--- config.mk ---
export PLATFORM = sky130hd
export DESIGN_NAME = processa_tiro_flat
export DESIGN_NICKNAME = d
export VERILOG_FILES = /design/src/rtl/processa_tiro_if.sv /design/src/rtl/processa_tiro.sv /design/src/flat_wrapper.sv
export SDC_FILE = /design/constraint.sdc
export NUM_CORES = 1
export LEC_CHECK = 0
export ABC_AREA = 1
export CAP_MARGIN = 20
export CORE_ASPECT_RATIO = 1.25
export CORE_MARGIN = 10
export CORE_UTILIZATION = 47
export CTS_CLUSTER_SIZE = 24
export DETAILED_ROUTE_END_ITERATION = 16
export HOLD_SLACK_MARGIN = 0.02
export PLACE_DENSITY = 0.83
export SKIP_CTS_REPAIR_TIMING = 1
export SLEW_MARGIN = 0
export SYNTH_ARGS = -nofsm -noshare
export SYNTH_HDL_FRONTEND = slang
export SYNTH_SLANG_ARGS = --single-unit
--- constraint.sdc ---
create_clock -name clk -period 3.7 [get_ports clk]
set_clock_uncertainty 0.1 [all_clocks]
set_input_delay 0.555 -clock clk [delete_from_list [all_inputs] [get_ports clk]]
set_output_delay 0.555 -clock clk [all_outputs]
set_load 0.03 [all_outputs]
--- src/rtl/processa_tiro_if.sv ---
`default_nettype none
// ============================================================================
// Module   : processa_tiro_if
// Brief    : Shot request / result handshake bundle for the shot engine.
// Revision : 1.0
// ============================================================================
interface processa_tiro_if;
    logic       shot_valid;
    logic       shot_ready;
    logic [3:0] shot_row;
    logic [3:0] shot_col;
    logic       result_valid;
    logic       result_ready;
    logic [1:0] result;

    modport master (
        output shot_valid, shot_row, shot_col, result_ready,
        input  shot_ready, result_valid, result
    );

    modport slave (
        input  shot_valid, shot_row, shot_col, result_ready,
        output shot_ready, result_valid, result
    );
endinterface
`default_nettype wire

--- src/rtl/processa_tiro.sv ---
`default_nettype none
// ============================================================================
// Module   : processa_tiro
// Brief    : Battleship shot engine: read-modify-write of a board row, result
//            code, hit counter and sticky game-over flag.
// Revision : 1.0
// ============================================================================
module processa_tiro #(
    parameter int ROWS             = 11,
    parameter int COLS             = 12,
    parameter int TOTAL_SHIP_CELLS = 17
) (
    input  wire                 clk,
    input  wire                 rst_n,
    input  wire                 new_game,
    processa_tiro_if.slave      shot_if,
    output logic [5:0]          hit_count,
    output logic                game_over,
    output logic                mem_we,
    output logic [3:0]          mem_addr,
    output logic [COLS*3-1:0]   mem_wdata,
    input  wire  [COLS*3-1:0]   mem_rdata
);
    localparam logic [1:0] c_IDLE = 2'd0;
    localparam logic [1:0] c_ADDR = 2'd1;
    localparam logic [1:0] c_EVAL = 2'd2;
    localparam logic [1:0] c_RESP = 2'd3;

    localparam logic [1:0] c_MISS    = 2'b00;
    localparam logic [1:0] c_HIT     = 2'b01;
    localparam logic [1:0] c_REPEAT  = 2'b10;
    localparam logic [1:0] c_INVALID = 2'b11;

    localparam logic [3:0] c_ROWS  = 4'(ROWS);
    localparam logic [3:0] c_COLS  = 4'(COLS);
    localparam logic [5:0] c_TOTAL = 6'(TOTAL_SHIP_CELLS);

    logic [1:0]        r_state, w_next;
    logic [3:0]        r_col;
    logic [3:0]        r_addr;
    logic [1:0]        r_result;
    logic [5:0]        r_hit_count;
    logic              r_game_over;
    logic              w_ready, w_rvalid, w_we;
    logic              w_accept, w_in_range;
    logic [5:0]        w_base;
    logic              w_ship, w_shot;
    logic [COLS*3-1:0] w_mask;

    assign w_accept   = shot_if.shot_valid && w_ready;
    assign w_in_range = (shot_if.shot_row < c_ROWS) && (shot_if.shot_col < c_COLS);
    assign w_base     = {2'b00, r_col} * 6'd3;
    assign w_ship     = mem_rdata[w_base];
    assign w_shot     = mem_rdata[w_base + 6'd1];
    assign w_mask     = {{(COLS*3-1){1'b0}}, 1'b1} << (w_base + 6'd1);

    always_ff @(posedge clk or negedge rst_n) begin
        if (!rst_n) r_state <= c_IDLE;
        else        r_state <= w_next;
    end

    always_comb begin
        w_next = r_state;
        if (new_game) begin
            w_next = c_IDLE;
        end else begin
            case (r_state)
                c_IDLE:  if (w_accept) w_next = w_in_range ? c_ADDR : c_RESP;
                c_ADDR:  w_next = c_EVAL;
                c_EVAL:  w_next = c_RESP;
                c_RESP:  if (shot_if.result_ready) w_next = c_IDLE;
                default: w_next = c_IDLE;
            endcase
        end
    end

    // mem_we is decoded from state so an asynchronous reset drops it at once
    always_comb begin
        w_ready  = 1'b0;
        w_rvalid = 1'b0;
        w_we     = 1'b0;
        case (r_state)
            c_IDLE:  w_ready  = !r_game_over;
            c_EVAL:  w_we     = !w_shot && !new_game;
            c_RESP:  w_rvalid = 1'b1;
            default: ;
        endcase
    end

    always_ff @(posedge clk or negedge rst_n) begin
        if (!rst_n) begin
            r_col       <= '0;
            r_addr      <= '0;
            r_result    <= c_MISS;
            r_hit_count <= '0;
            r_game_over <= 1'b0;
        end else if (new_game) begin
            r_hit_count <= '0;
            r_game_over <= 1'b0;
        end else begin
            case (r_state)
                c_IDLE: begin
                    if (w_accept) begin
                        if (w_in_range) begin
                            r_col  <= shot_if.shot_col;
                            r_addr <= shot_if.shot_row;
                        end else begin
                            r_result <= c_INVALID;
                        end
                    end
                end
                c_EVAL: begin
                    if (w_shot) begin
                        r_result <= c_REPEAT;
                    end else if (w_ship) begin
                        r_result <= c_HIT;
                        if (!r_game_over && r_hit_count != c_TOTAL) begin
                            r_hit_count <= r_hit_count + 6'd1;
                            if ((r_hit_count + 6'd1) == c_TOTAL) r_game_over <= 1'b1;
                        end
                    end else begin
                        r_result <= c_MISS;
                    end
                end
                default: ;
            endcase
        end
    end

    assign shot_if.shot_ready   = w_ready;
    assign shot_if.result_valid = w_rvalid;
    assign shot_if.result       = r_result;
    assign hit_count            = r_hit_count;
    assign game_over            = r_game_over;
    assign mem_we               = w_we;
    assign mem_addr             = r_addr;
    assign mem_wdata            = w_we ? (mem_rdata | w_mask) : '0;
endmodule
`default_nettype wire

--- src/flat_wrapper.sv ---
// flat-port wrapper written by rule: the top's interface ports become plain ports
module processa_tiro_flat 
#(
    parameter int ROWS             = 11,
    parameter int COLS             = 12,
    parameter int TOTAL_SHIP_CELLS = 17
)
  (clk, rst_n, new_game, hit_count, game_over, mem_we, mem_addr, mem_wdata, mem_rdata, shot_if_shot_valid, shot_if_shot_row, shot_if_shot_col, shot_if_result_ready, shot_if_shot_ready, shot_if_result_valid, shot_if_result);
  processa_tiro_if shot_if_i ();
  input  wire clk;
  input  wire rst_n;
  input  wire new_game;
  output logic [5:0] hit_count;
  output logic game_over;
  output logic mem_we;
  output logic [3:0] mem_addr;
  output logic [COLS*3-1:0] mem_wdata;
  input  wire  [COLS*3-1:0] mem_rdata;
  input wire logic [$bits(shot_if_i.shot_valid)-1:0] shot_if_shot_valid;
  input wire logic [$bits(shot_if_i.shot_row)-1:0] shot_if_shot_row;
  input wire logic [$bits(shot_if_i.shot_col)-1:0] shot_if_shot_col;
  input wire logic [$bits(shot_if_i.result_ready)-1:0] shot_if_result_ready;
  output wire logic [$bits(shot_if_i.shot_ready)-1:0] shot_if_shot_ready;
  output wire logic [$bits(shot_if_i.result_valid)-1:0] shot_if_result_valid;
  output wire logic [$bits(shot_if_i.result)-1:0] shot_if_result;
  assign shot_if_i.shot_valid = shot_if_shot_valid;
  assign shot_if_i.shot_row = shot_if_shot_row;
  assign shot_if_i.shot_col = shot_if_shot_col;
  assign shot_if_i.result_ready = shot_if_result_ready;
  assign shot_if_shot_ready = shot_if_i.shot_ready;
  assign shot_if_result_valid = shot_if_i.result_valid;
  assign shot_if_result = shot_if_i.result;
  processa_tiro #(.ROWS(ROWS), .COLS(COLS), .TOTAL_SHIP_CELLS(TOTAL_SHIP_CELLS)) u_core (.clk(clk), .rst_n(rst_n), .new_game(new_game), .shot_if(shot_if_i), .hit_count(hit_count), .game_over(game_over), .mem_we(mem_we), .mem_addr(mem_addr), .mem_wdata(mem_wdata), .mem_rdata(mem_rdata));
endmodule
[Word-level counts from Yosys, hierarchy flattened]
Index checks and enable logic that the tools add are counted.
Word-level totals
  memories: 0
  memory bits (read-only): 0
  RAM bits: 0
  bits in latches: 0
  logic and storage cells: 73
  register bits: 19
  output and inout bits: 52
  input port bits: 49
Cells by class
  $mul: 1
  bitwise gates (word level): 2
  shift operators: 1
  add/subtract/negate cells: 2
  order comparisons: 4
  div/mod/pow operators: 0
  muxes and demuxes: 29
  reductions and logical operators: 18
  equal/unequal tests: 10
Operators with widths (count)
  36-bit two-way mux: 1
  36-bit OR: 1
  1-bit by 6-bit left shift with 36-bit output (first input constant): 1
  6-bit two-way mux: 5
  6-bit by 7-bit < comparator with 1-bit output (second input constant): 2
  2-bit two-way mux: 7
  6-bit by 1-bit adder with 6-bit output (second input constant): 2
  1-bit binary-select mux with 6-bit select: 2
  1-bit two-way mux: 12
  4-bit AND reduction: 3
  2-bit nonzero test: 5
  4-bit < comparator (second input constant): 2
  2-bit one-hot mux with 4 select lines: 1
  6-bit by 5-bit equality test with 1-bit output (second input constant): 1
  4-bit by 2-bit multiplier with 6-bit output (second input constant): 1
  6-bit by 5-bit inequality test with 1-bit output (second input constant): 1
  5-bit AND reduction: 1
  2-bit equality test (second input constant): 2
  1-bit logical AND: 4
  2-bit inequality test (second input constant): 2
  2-bit one-hot mux with 2 select lines: 1
  1-bit zero test: 3
  3-bit by 2-bit inequality test with 1-bit output (second input constant): 1
  3-bit inequality test (second input constant): 1
  other kinds (5): 5

[Longest topological paths before layout]
Gate-level depths: netlist of the first run.
  depth in word-level cells: 8
  depth in mapped cells: 18
  depth with buffers taken out: 17

[Least setup slack after synthesis of the first run]
No wires, ideal clock.
  path type: register to output
  start: register u_core.r_col[0]
  end: output port mem_wdata[15]
  stages on the path, launching flop included: 16
  path buffers: 3
  required time: 3045 ps
  setup slack: 176 ps
  arrival time: 2869 ps
  path through: dfrtp_1 ha_1 fa_1 buf_4 nand3_1 inv_1 nand2_2 nand2_2 buf_4 nand3_1 nand3_1 nand3_2 a21oi_4 nand2_4 buf_6 nor2_1
On the way
  word-level cells in the longest chain between the ends: 8
  elaborated cells on any way between the ends: 10
  those cells by class: add/sub (1); mul (1); shift (1); mux (4); bitwise (1); reduce/logical (2)
Ends and longest elaborated chain
  start, declared: RTL line processa_tiro.sv:39  | logic [3:0] r_col;
  start signal, assigned: RTL line processa_tiro.sv:105  | r_col <= shot_if.shot_col;
  4-bit by 2-bit multiplier with 6-bit output *: RTL line processa_tiro.sv:52  | assign w_base = {2'b00, r_col} * 6'd3;
  6-bit by 1-bit adder with 6-bit output *: RTL line processa_tiro.sv:54, processa_tiro.sv:55
  1-bit binary-select mux with 6-bit select: RTL line processa_tiro.sv:54  | assign w_shot = mem_rdata[w_base + 6'd1];
  1-bit two-way mux (not written as such): RTL line processa_tiro.sv:54
  1-bit zero test: RTL line processa_tiro.sv:84  | c_EVAL: w_we = !w_shot && !new_game;
  1-bit logical AND: RTL line processa_tiro.sv:84
  1-bit two-way mux: RTL line processa_tiro.sv:82  | case (r_state)
  36-bit two-way mux *: RTL line processa_tiro.sv:137  | assign mem_wdata = w_we ? (mem_rdata | w_mask) : '0;
  end, declared: RTL line flat_wrapper.sv:17  | output logic [COLS*3-1:0] mem_wdata;
Every way passes the cells marked *; elsewhere a longest branch is shown, timed or not. The select of a mux whose other input is x is not followed.

[Worst setup path after layout of the first run]
  start: register u_core.r_col[1]
  end: output port mem_wdata[10]
Same word-level chain as after synthesis.

==> run metrics, run 1 <==
setup slack on the worst flop-to-flop path between 0.7 and 0.8 ns; period utilization 1.01; CTS clk-pin slew, worst paths approximately 0.07 ns; FF+latch count, synth 19; GRT busiest layer met2; Synth Net Count roughly 560; CTS Buf Count 3; Post-DP Area a little under 4000 sq um; pin count of the biggest net entering global routing 42; CP Launch Type register; I/O pin count between 100 and 150; # Max-Cap Violations 0; Fillers 456; Cell Rows 31; category of the most critical setup path reg2out; # diodes 0; Routed Wire Length 10900 microns; fin crit period between 3 and 4 ns; CTS root buf clkbuf_8; clock tree sinks 19; Final Cell Area 4400 sq um; drt wl/cell about 16 microns; final non-filler cell total 688; cell count after synthesis 497; # setup viols final 23; Starting Density 0.490; GP Congestion between 1 and 1.5; H-tree levels 1; RSZ-0062 raised after global routing true; failing checks setup timing; vias per inst 5.33; layout cells sized above 1 0.246; P per Cell Area roughly 1100 nW/um^2; post-DP HPWL approximately 8300 microns; dpl cells 670; TritonRoute pass-1 iters 7; sequential share of the synthesized area 0.166; GRT met1 Usage 0.218; met3 Usage GRT 0.0440; Syn Area/Cell between 5 and 6 sq um; Core ar. 5860 sq um; global-route wire length before repair 16100 microns; DRT antenna net count 0; reg2reg start u_core.r_col[1]; Residual DRC 0; die width 89.9 microns; Lkg Pwr roughly 2.2 nW; area of the mapped netlist ~2900 sq um; GRT Residual Overflow 0; Final WS setup -0.0438 ns; hold_sp u_core.mem_addr[2]; Die Ht about 110 microns; Vias around 3.7k; P&R area growth vs syn 53.1%; fin. max-slew vios 0; Hold Path Sink u_core.mem_addr[2]; initial antenna violation count 0; Max Root-Sink Buffers 2; Worst R2R End u_core.hit_count[5]; vias in the first global route ~3.3k; total power roughly 5 mW; Clock Latency Late Sink between 0.2 and 0.3 ns; GR Layer Usage met2 0.360; endpoints failing hold 0; Unique masters post-synth 34; Port Buffers 100; WP data arrival between 3 and 4 ns; Max FO, Critical Path 7; depth of the worst register-to-register path 14; Worst Tran Pin Value around 0.84 ns; CP Data Required Time slightly above 3 ns; GRT Util Overall 0.196; Crit. End Element primary output; Worst VDD drop 676 uV; Ys Warns 0; nets a little under 700; Detailed Route Iter0 Violations ~230; relative slew slack 0.436; hold depth 2; die area roughly 9700 sq um; hold crit path type reg2reg; Fmax 267 MHz; CTS tree done; status complete, but fails checks
==> cell families (layout without fill, tap and decap cells) <==
logic type,Yosys count,after routing,synth area share
compound gates,63,63,0.119
xor+xnor,4,4,0.0122
fa+ha+maj,17,17,0.0767
buf+inv,89,197,0.143
flops,19,19,0.166
mux,2,2,0.00784
simple gates,303,304,0.476
==> layer usage <==
layer	vias to the layer above	share of wire	wire length, microns
met5	-	0	0
met4	0	0.037	406
met3	35	0.068	748
met2	178	0.50	5520
met1	1656	0.39	4270
li1	1799	-	-
==> stage by stage <==
| stage | hold slack [ns] | TNS [ns] | setup slack, ns | utilization |
|---|---|---|---|---|
| 2_1_floorplan | 0.159 | 0 | 0.176 | - |
| 3_3_place_gp | 0.368 | 0 | 0.181 | 0.661 |
| 3_5_place_dp | 0.380 | 0 | 0.112 | 0.661 |
| 4_1_cts | 0.402 | -4.30 | -0.167 | 0.669 |
| 5_1_grt | 0.435 | -1.95 | -0.0937 | 0.750 |
| 6_report | 0.400 | -0.547 | -0.0438 | 0.750 |
==> placed cells by master, fill, tap and decap left out, types with 3 or more instances in the layout <==
master           count
a21oi_1             45
a31oi_1              4
buf_12               4
buf_4               36
buf_6               21
clkbuf_8             3
clkdlybuf4s50_1     63
dfrtp_1             18
ha_1                14
inv_1               60
inv_2                3
inv_4                4
nand2_1            140
nand2_2             10
nand2_4              5
nand3_1             41
nand3_2             15
nand4_1              8
nor2_1              32
nor2_2              17
nor2_4              15
nor3_1              14
o21ai_0              7
==> power by group <==
part	total (mW)	switching (mW)	internal (mW)
Sequential	0.364	0.0789	0.285
Combinational	4.48	2.83	1.65
Clock	0.145	0.0689	0.0765
Total	4.99	2.97	2.01
==> worst max-delay path, stage by stage (launching register included) <==
cell,delay [ns]
dfrtp_2,0.45
ha_4,0.18
fa_2,0.59
nand2_2,0.09
inv_2,0.08
nor2_2,0.05
buf_6,0.14
a31oi_1,0.27
nand3_1,0.21
nand2_4,0.12
a21oi_4,0.07
nand2_4,0.17
clkbuf_16,0.22
nor2_4,0.04
buf_6,0.14
==> sequential cells by signal, indices dropped and copies added (netlist names) <==
register               flops
u_core.mem_addr            4
u_core.r_col               4
u_core.r_state             2
u_core.shot_if.result      2
u_core.hit_count           6
u_core.game_over           1
==> cell usage after synthesis, drive strengths merged <==
cell	number	area (sq um)
clkbuf	3	11.3
a21oi	49	260
nor2	64	288
o2111ai	1	8.76
nand4	8	50.1
inv	67	254
xnor2	2	17.5
ha	16	200
mux2	2	22.5
o21ai	8	40.0
buf	19	145
o211ai	1	7.51
nand2	154	611
xor2	2	17.5
nor4	1	6.26
nor3	16	85.1
or2	1	6.26
fa	1	20.0
a31oi	4	25.0
dfrtp	19	475
nand3b	2	15.0
nand3	57	305
==> worst max-delay path by stage <==
stage,startpoint,endpoint,slack [ns],depth (start not counted)
2_1_floorplan,u_core.r_col[0],mem_wdata[15],0.18,15
3_3_place_gp,u_core.r_col[1],mem_wdata[22],0.18,14
3_5_place_dp,u_core.r_col[1],mem_wdata[20],0.11,15
4_1_cts,u_core.r_col[1],mem_wdata[20],-0.17,15
5_1_grt,u_core.r_col[1],mem_wdata[8],-0.09,15
6_report,u_core.r_col[1],mem_wdata[10],-0.04,14
==> final cells by class <==
class,instances,area (sq um),share of cell area
multi-input cells,390,2240,0.510
repair buffers,126,1270,0.288
flip-flops and latches,19,477,0.108
inverters,67,262,0.0595
well taps,82,103,0.0233
clock buffers,4,45.0,0.0102
(Power assumes the default switching activity.)
==> run 2: changes to the inputs <==
--- a/config.mk
+++ b/config.mk
@@ -14,7 +14,6 @@
 export DETAILED_ROUTE_END_ITERATION = 16
 export HOLD_SLACK_MARGIN = 0.02
 export PLACE_DENSITY = 0.83
-export SKIP_CTS_REPAIR_TIMING = 1
 export SLEW_MARGIN = 0
 export SYNTH_ARGS = -nofsm -noshare
 export SYNTH_HDL_FRONTEND = slang
==> run 2 against run 1 <==
Against the previous run:
- the run now ends clean
- sequential cell count did not move
- sequential power barely moved
- first-iteration DRC count rose by 8.8%
- non-clock buffer count rose by 2
- fmax rose by 1.7%
- final cell count rose by 0.29%
- wire length rose by 0.85%
- total power rose by 0.78%
- global-route usage barely moved
- worst setup slack improved by 0.062 ns
- largest cell class unchanged
- critical path depth rose by 1
==> run metrics, run 2 (synthesis results as in run 1) <==
status completed; most frequent cells in the layout 141 x nand2_1, 63 x clkdlybuf4s50_1, 60 x inv_1; CTS tree done; depth of the worst register-to-register path 14; fin. max-slew vios 0; CP Data Required Time a little over 3 ns; RSZ-0062 raised after global routing true; TritonRoute pass-1 iters 5; layout cells sized above 1 0.248; GR Layer Usage met2 0.361; # setup viols final 0; CP Launch Type register; Routed Wire Length 11000 microns; vias per inst around 5.3; Cell Rows 31; clock tree sinks 19; Max Root-Sink Buffers 2; Max FO, Critical Path 7; CTS clk-pin slew, worst paths ~0.07 ns; category of the most critical setup path reg2out; Crit. End Element primary output; initial antenna violation count 0; pin count of the biggest net entering global routing 42; Lkg Pwr between 2 and 2.5 nW; Starting Density 0.490; pre-CTS setup slack around 0.11 ns; drt wl/cell ~16 microns; Worst Path Buf+Inv 4; Final Cell Area approximately 4400 sq um; Fillers roughly 450; Residual DRC 0; # diodes 0; most common cell after layout, fill and taps aside nand2_1; # Max-Cap Violations 0; P&R area growth vs syn 53.8%; CP max stage cell fa_2; max reg flops 6; H-tree levels 1; Vias roughly 3.7k; Port Buffers 100; I/O pin count around 100; Worst VDD drop a little under 700 uV; P per Cell Area around 1100 nW/um^2; largest delay contributor family on the critical path adder cells; fin crit period ~3.7 ns; die width 89.9 microns; GRT met1 Usage 0.219; hold slack around 0.4 ns; critical path depth 15; CP cell instances ha_4, fa_2, nand2_2, inv_2, nor2_2, buf_6, nand3_2, nand3_2, nand3_2, nand3_4, a21oi_4, nand2_4, clkbuf_16, nor2_4, buf_6; Clock Latency Late Sink 0.25 ns; Fmax roughly 270 MHz; CTS Buf Count 3; Worst Tran Pin Value 0.846 ns; Detailed Route Iter0 Violations around 250; period utilization 0.995; total negative slack 0 ns; Final WS setup about 0.018 ns; GRT Residual Overflow 0; hold depth 2; final non-filler cell total 690; post-DP HPWL between 8000 and 9000 microns; endpoints failing hold 0; nets between 600 and 700; vias in the first global route about 3.3k; GRT busiest layer met2; die area roughly 9700 sq um; hold crit path type reg2reg; relative slew slack 0.434; GP Congestion 1.03; GRT Util Overall 0.196; met3 Usage GRT 0.0426; CP dominant cell by count nand3_2; Post-DP Area ~3900 sq um; global-route wire length before repair about 16000 microns; Die Ht between 100 and 150 microns; DRT antenna net count 0; dpl cells 670; Core ar. 5860 sq um; CTS root buf clkbuf_8; max incr delay on CP between 0.6 and 0.7 ns; WP data arrival between 3 and 4 ns
-- run 2: area by class of cell --
| type | count | area, sq um | share of cell area |
|---|---|---|---|
| Inverter | 67 | 259 | 0.0586 |
| Multi-Input combinational cell | 390 | 2240 | 0.506 |
| Timing Repair Buffer | 128 | 1300 | 0.294 |
| Clock buffer | 4 | 45.0 | 0.0102 |
| Sequential cell | 19 | 477 | 0.108 |
| Tap cell | 82 | 103 | 0.0232 |
-- run 2: stage by stage --
stage | power [mW] | util
3_5_place_dp | 3.99 | 0.661
3_3_place_gp | 3.97 | 0.661
4_1_cts | 4.17 | 0.672
2_1_floorplan | 3.01 | -
5_1_grt | 5.41 | 0.754
6_report | 5.03 | 0.754
-- run 2: what timing repair did --
action / 4_1_cts / 5_1_grt
endpoints found under the setup margin: 37 / 37
resized for setup: 2 / 86
setup buffers: 2 / 10
cloned: 0 / 4
hold buffers: 0 / 0
pin swaps: 1 / 14
-- run 2: worst min-delay path, stage by stage (launching register included) --
cell and delay [ns]:
dfrtp_1 0.35, nand2_1 0.05, o21ai_0 0.06
-- run 2: path summary, 6_finish.rpt --
check	start	endpoint	slack, ns
min	u_core.mem_addr[2]	u_core.mem_addr[2]	0.40
max reg2reg	u_core.r_col[1]	u_core.hit_count[5]	0.85
max in group asynchronous	rst_n	u_core.r_col[1]	2.24
min in group asynchronous	rst_n	u_core.r_state[1]	0.68
max	u_core.r_col[1]	mem_wdata[22]	0.02
min reg2reg	u_core.mem_addr[2]	u_core.mem_addr[2]	0.40
-- run 2: power breakdown --
| group | internal [mW] | switching (mW) | total (mW) |
|---|---|---|---|
| registers | 0.285 | 0.0762 | 0.361 |
| clock network | 0.0765 | 0.0689 | 0.145 |
| logic | 1.68 | 2.84 | 4.52 |
-- run 2: metal layers --
metal	share of wire	vias to the layer above
met4	0.038	0
li1	-	1804
met2	0.51	178
met5	0	-
met3	0.066	30
met1	0.39	1648
==> edit: new RTL, settings of run 1 <==
`COLS` is set to 12 in 2 places; all go to 11.
--- a/src/rtl/processa_tiro.sv
+++ b/src/rtl/processa_tiro.sv
@@ -9,3 +9,3 @@
     parameter int ROWS             = 11,
-    parameter int COLS             = 12,
+    parameter int COLS             = 11,
     parameter int TOTAL_SHIP_CELLS = 17
--- a/src/flat_wrapper.sv
+++ b/src/flat_wrapper.sv
@@ -4,3 +4,3 @@
     parameter int ROWS             = 11,
-    parameter int COLS             = 12,
+    parameter int COLS             = 11,
     parameter int TOTAL_SHIP_CELLS = 17
Ports: changed (resized mem_rdata and mem_wdata); port bits go from 101 to 95. No check against the original RTL was run, so the function may have changed too.
==> edit against run 1 <==
Synthesized area is 9.6% higher; power is 5.4% higher; utilization is 5.9 points lower; first-iteration DRC count is 43% lower; maximum frequency is 3.1% higher; die area is 7.6% higher; wire length is 2.8% lower; hold slack worse by 0.0034 ns; via count is 4.1% lower; cell area is 2.6% higher; sequential cell count stayed put; setup slack better by 0.11 ns; critical endpoint is now mem_wdata[25]; largest cell class unchanged; largest power group unchanged.
==> edit: results (changes against run 1) <==
The length of the first detailed-routing pass in iterations is 5 (-2). The worst register-to-register path ends at u_core.hit_count[1]. The via count of the first global-routing pass came out at 3317 (+0.82%). The met1 usage came out at 18.7% (-3.1 points).

The met2 routing resource usage after global routing came to 33.1% (-2.9 points). The depth of the worst register-to-register path came out at 15 (+1). The global routing stage identified its most utilized layer as met2.

The number of violations reported at the end of detailed-routing iteration 0 was 128 (-43%). The peak fanout along the critical path came out at 8 (+1). For hold timing, the worst endpoint is u_core.mem_addr[3]. The count of port buffers added during placement is 94 (-6.0%). The setup slack of the worst register-to-register path came out at 0.91 ns (+0.16 ns).

The flip-flop count of the largest register after layout came out at 6 (unchanged). The worst hold path begins at u_core.mem_addr[3]. The total number of yosys warnings is 0 (unchanged). The register bit count reported by yosys is 19 (unchanged). After synthesis, the most frequently instantiated cells are 126 x sky130_fd_sc_hd__nand2_1, 60 x sky130_fd_sc_hd__inv_1, 44 x sky130_fd_sc_hd__nand3_1, 42 x sky130_fd_sc_hd__a21oi_1, 33 x sky130_fd_sc_hd__nor2_4.

The number of antenna repair diodes was 0 (unchanged). For this run, the leading register cell type out of synthesis is sky130_fd_sc_hd__dfrtp_1. The fraction of synthesis flops using an asynchronous set or reset pin was 100% (unchanged). The global-route total usage across every layer was 17.4% (-2.2 points). The worst endpoint required time came out at 3.04 ns (about the same). In this run the critical register-to-register path is launched from u_core.r_col[0]. The number of nets in the final layout came out at 651 (-3.3%).

The net count of the mapped netlist is 543 (-3.6%). The min-delay analysis places its worst path in the category flip-flop to flip-flop. The flow ran to the end, and the final reports show no timing, DRC or antenna violations. The worst-case vdd ir drop is 0.560 mV (-17%). By area the synthesized netlist is led by sky130_fd_sc_hd__dfrtp_1 15%, sky130_fd_sc_hd__nand2_1 15%, sky130_fd_sc_hd__nor2_4 12%. The depth of the worst hold-timing path came to 2 (unchanged).

The standard cell area after detailed placement was 0.00410 sq mm (+5.7%). The half-perimeter wire length after placement came out at 7960 um (-4.3%). The level count of the clock H-tree came out at 1 (unchanged). The clock insertion delay at the later pin of the skew report came to 0.25 ns (about the same).

The final estimated routing congestion in global placement came out at 0.925 (-10%). In this run the clock root is driven by a sky130_fd_sc_hd__clkbuf_8. The minimum hold slack is 0.397 ns (-0.00342 ns). The pin count of the biggest net entering global routing came to 38 (-9.5%). The most critical setup path has its startpoint at u_core.r_col[0]. The number of distinct library cells after synthesis came to 37 (+8.8%). The final routed wirelength across all metal layers is 10600 um (-2.8%). The maximum buffer depth of the clock tree is 2 (unchanged).

The fraction of layout instances using a drive strength above 1 is 26.6% (+2.0 points). The global-route met3 utilization is 2.96% (-1.4 points). The initial antenna violation count came to 0 (unchanged).

The worst relative slew slack came out at 42.7% (-0.92 points). The sequential-to-total area share from yosys stat is 15.1% (-1.5 points). The detail-routed via count per cell was 5.22 (-2.1%).

The clock buffer count from CTS is 3 (unchanged). The first-pass GRT wire length is 15600 um (-3.1%). The clock slew at the register clock pins of the worst setup and hold paths is 0.07 ns (about the same). The leakage power is 2.19 nW (+0.65%).
edit: cell types whose count changed after synthesis, sizes merged, moves of 2 or more:
cell,run 1,this run
nand3,57,55
a31oi,4,0
clkbuf,3,1
a21oi,49,43
nand2,154,144
o21ai,8,10
nor3,16,19
edit: per-stage QoR:
stage	cells	setup WS (ns)
3_5_place_dp	654	0.101
5_1_grt	674	-0.0580
3_3_place_gp	654	0.155
6_report	674	0.0684
4_1_cts	658	-0.190
2_1_floorplan	480	0.300
edit: per-layer routing:
layer  wire length [um]  vias up
met5                  0        -
li1                   -     1736
met4                312        0
met2               5640      140
met1               4150     1606
met3                533       36
edit: worst max-delay path, stage by stage, from the launching register on:
cell and delay [ns]:
sky130_fd_sc_hd__dfrtp_2 0.45, sky130_fd_sc_hd__ha_4 0.18, sky130_fd_sc_hd__fa_2 0.65, sky130_fd_sc_hd__nor2_4 0.07
sky130_fd_sc_hd__nor2_4 0.19, sky130_fd_sc_hd__buf_4 0.18, sky130_fd_sc_hd__nor3_2 0.04, sky130_fd_sc_hd__nand3_1 0.13
sky130_fd_sc_hd__nand2_4 0.07, sky130_fd_sc_hd__nand2_4 0.08, sky130_fd_sc_hd__nand2_4 0.06, sky130_fd_sc_hd__inv_6 0.09
sky130_fd_sc_hd__nand2_8 0.09, sky130_fd_sc_hd__buf_12 0.19, sky130_fd_sc_hd__nor2_4 0.10, sky130_fd_sc_hd__buf_6 0.14
edit: layout make-up:
cell class              count  area, sq um
clock buffers               4         45.0
fillers                   576         2020
inverters                  69          275
multi-input cells         372         2280
flip-flops and latches     19          477
well taps                  87          109
repair buffers            123         1330
edit: how the worst max path moves through the flow:
stage                               end  slack [ns]  depth (start not counted)
after floorplan           mem_wdata[32]        0.30                         16
after CTS                 mem_wdata[32]       -0.19                         15
after global placement    mem_wdata[29]        0.15                         16
after global routing      mem_wdata[22]       -0.06                         16
final                     mem_wdata[25]        0.07                         15
after detailed placement  mem_wdata[18]        0.10                         16
edit: where the power goes:
part	switching [mW]	leakage [nW]	internal, mW
Clock	0.0659	0.0228	0.0765
Sequential	0.0834	0.237	0.285
Combinational	2.93	1.93	1.82
Total	3.08	2.19	2.18
edit: cells by family after synthesis:
logic type                 synth area share (%)
adders and majority gates                  7.00
DFF                                        15.1
xor gates and xnor gates                   1.11
buffers and inverters                      15.1
and+or+nand+nor                            51.5
muxes                                     0.715
AOI/OAI and AO/OA                          9.46
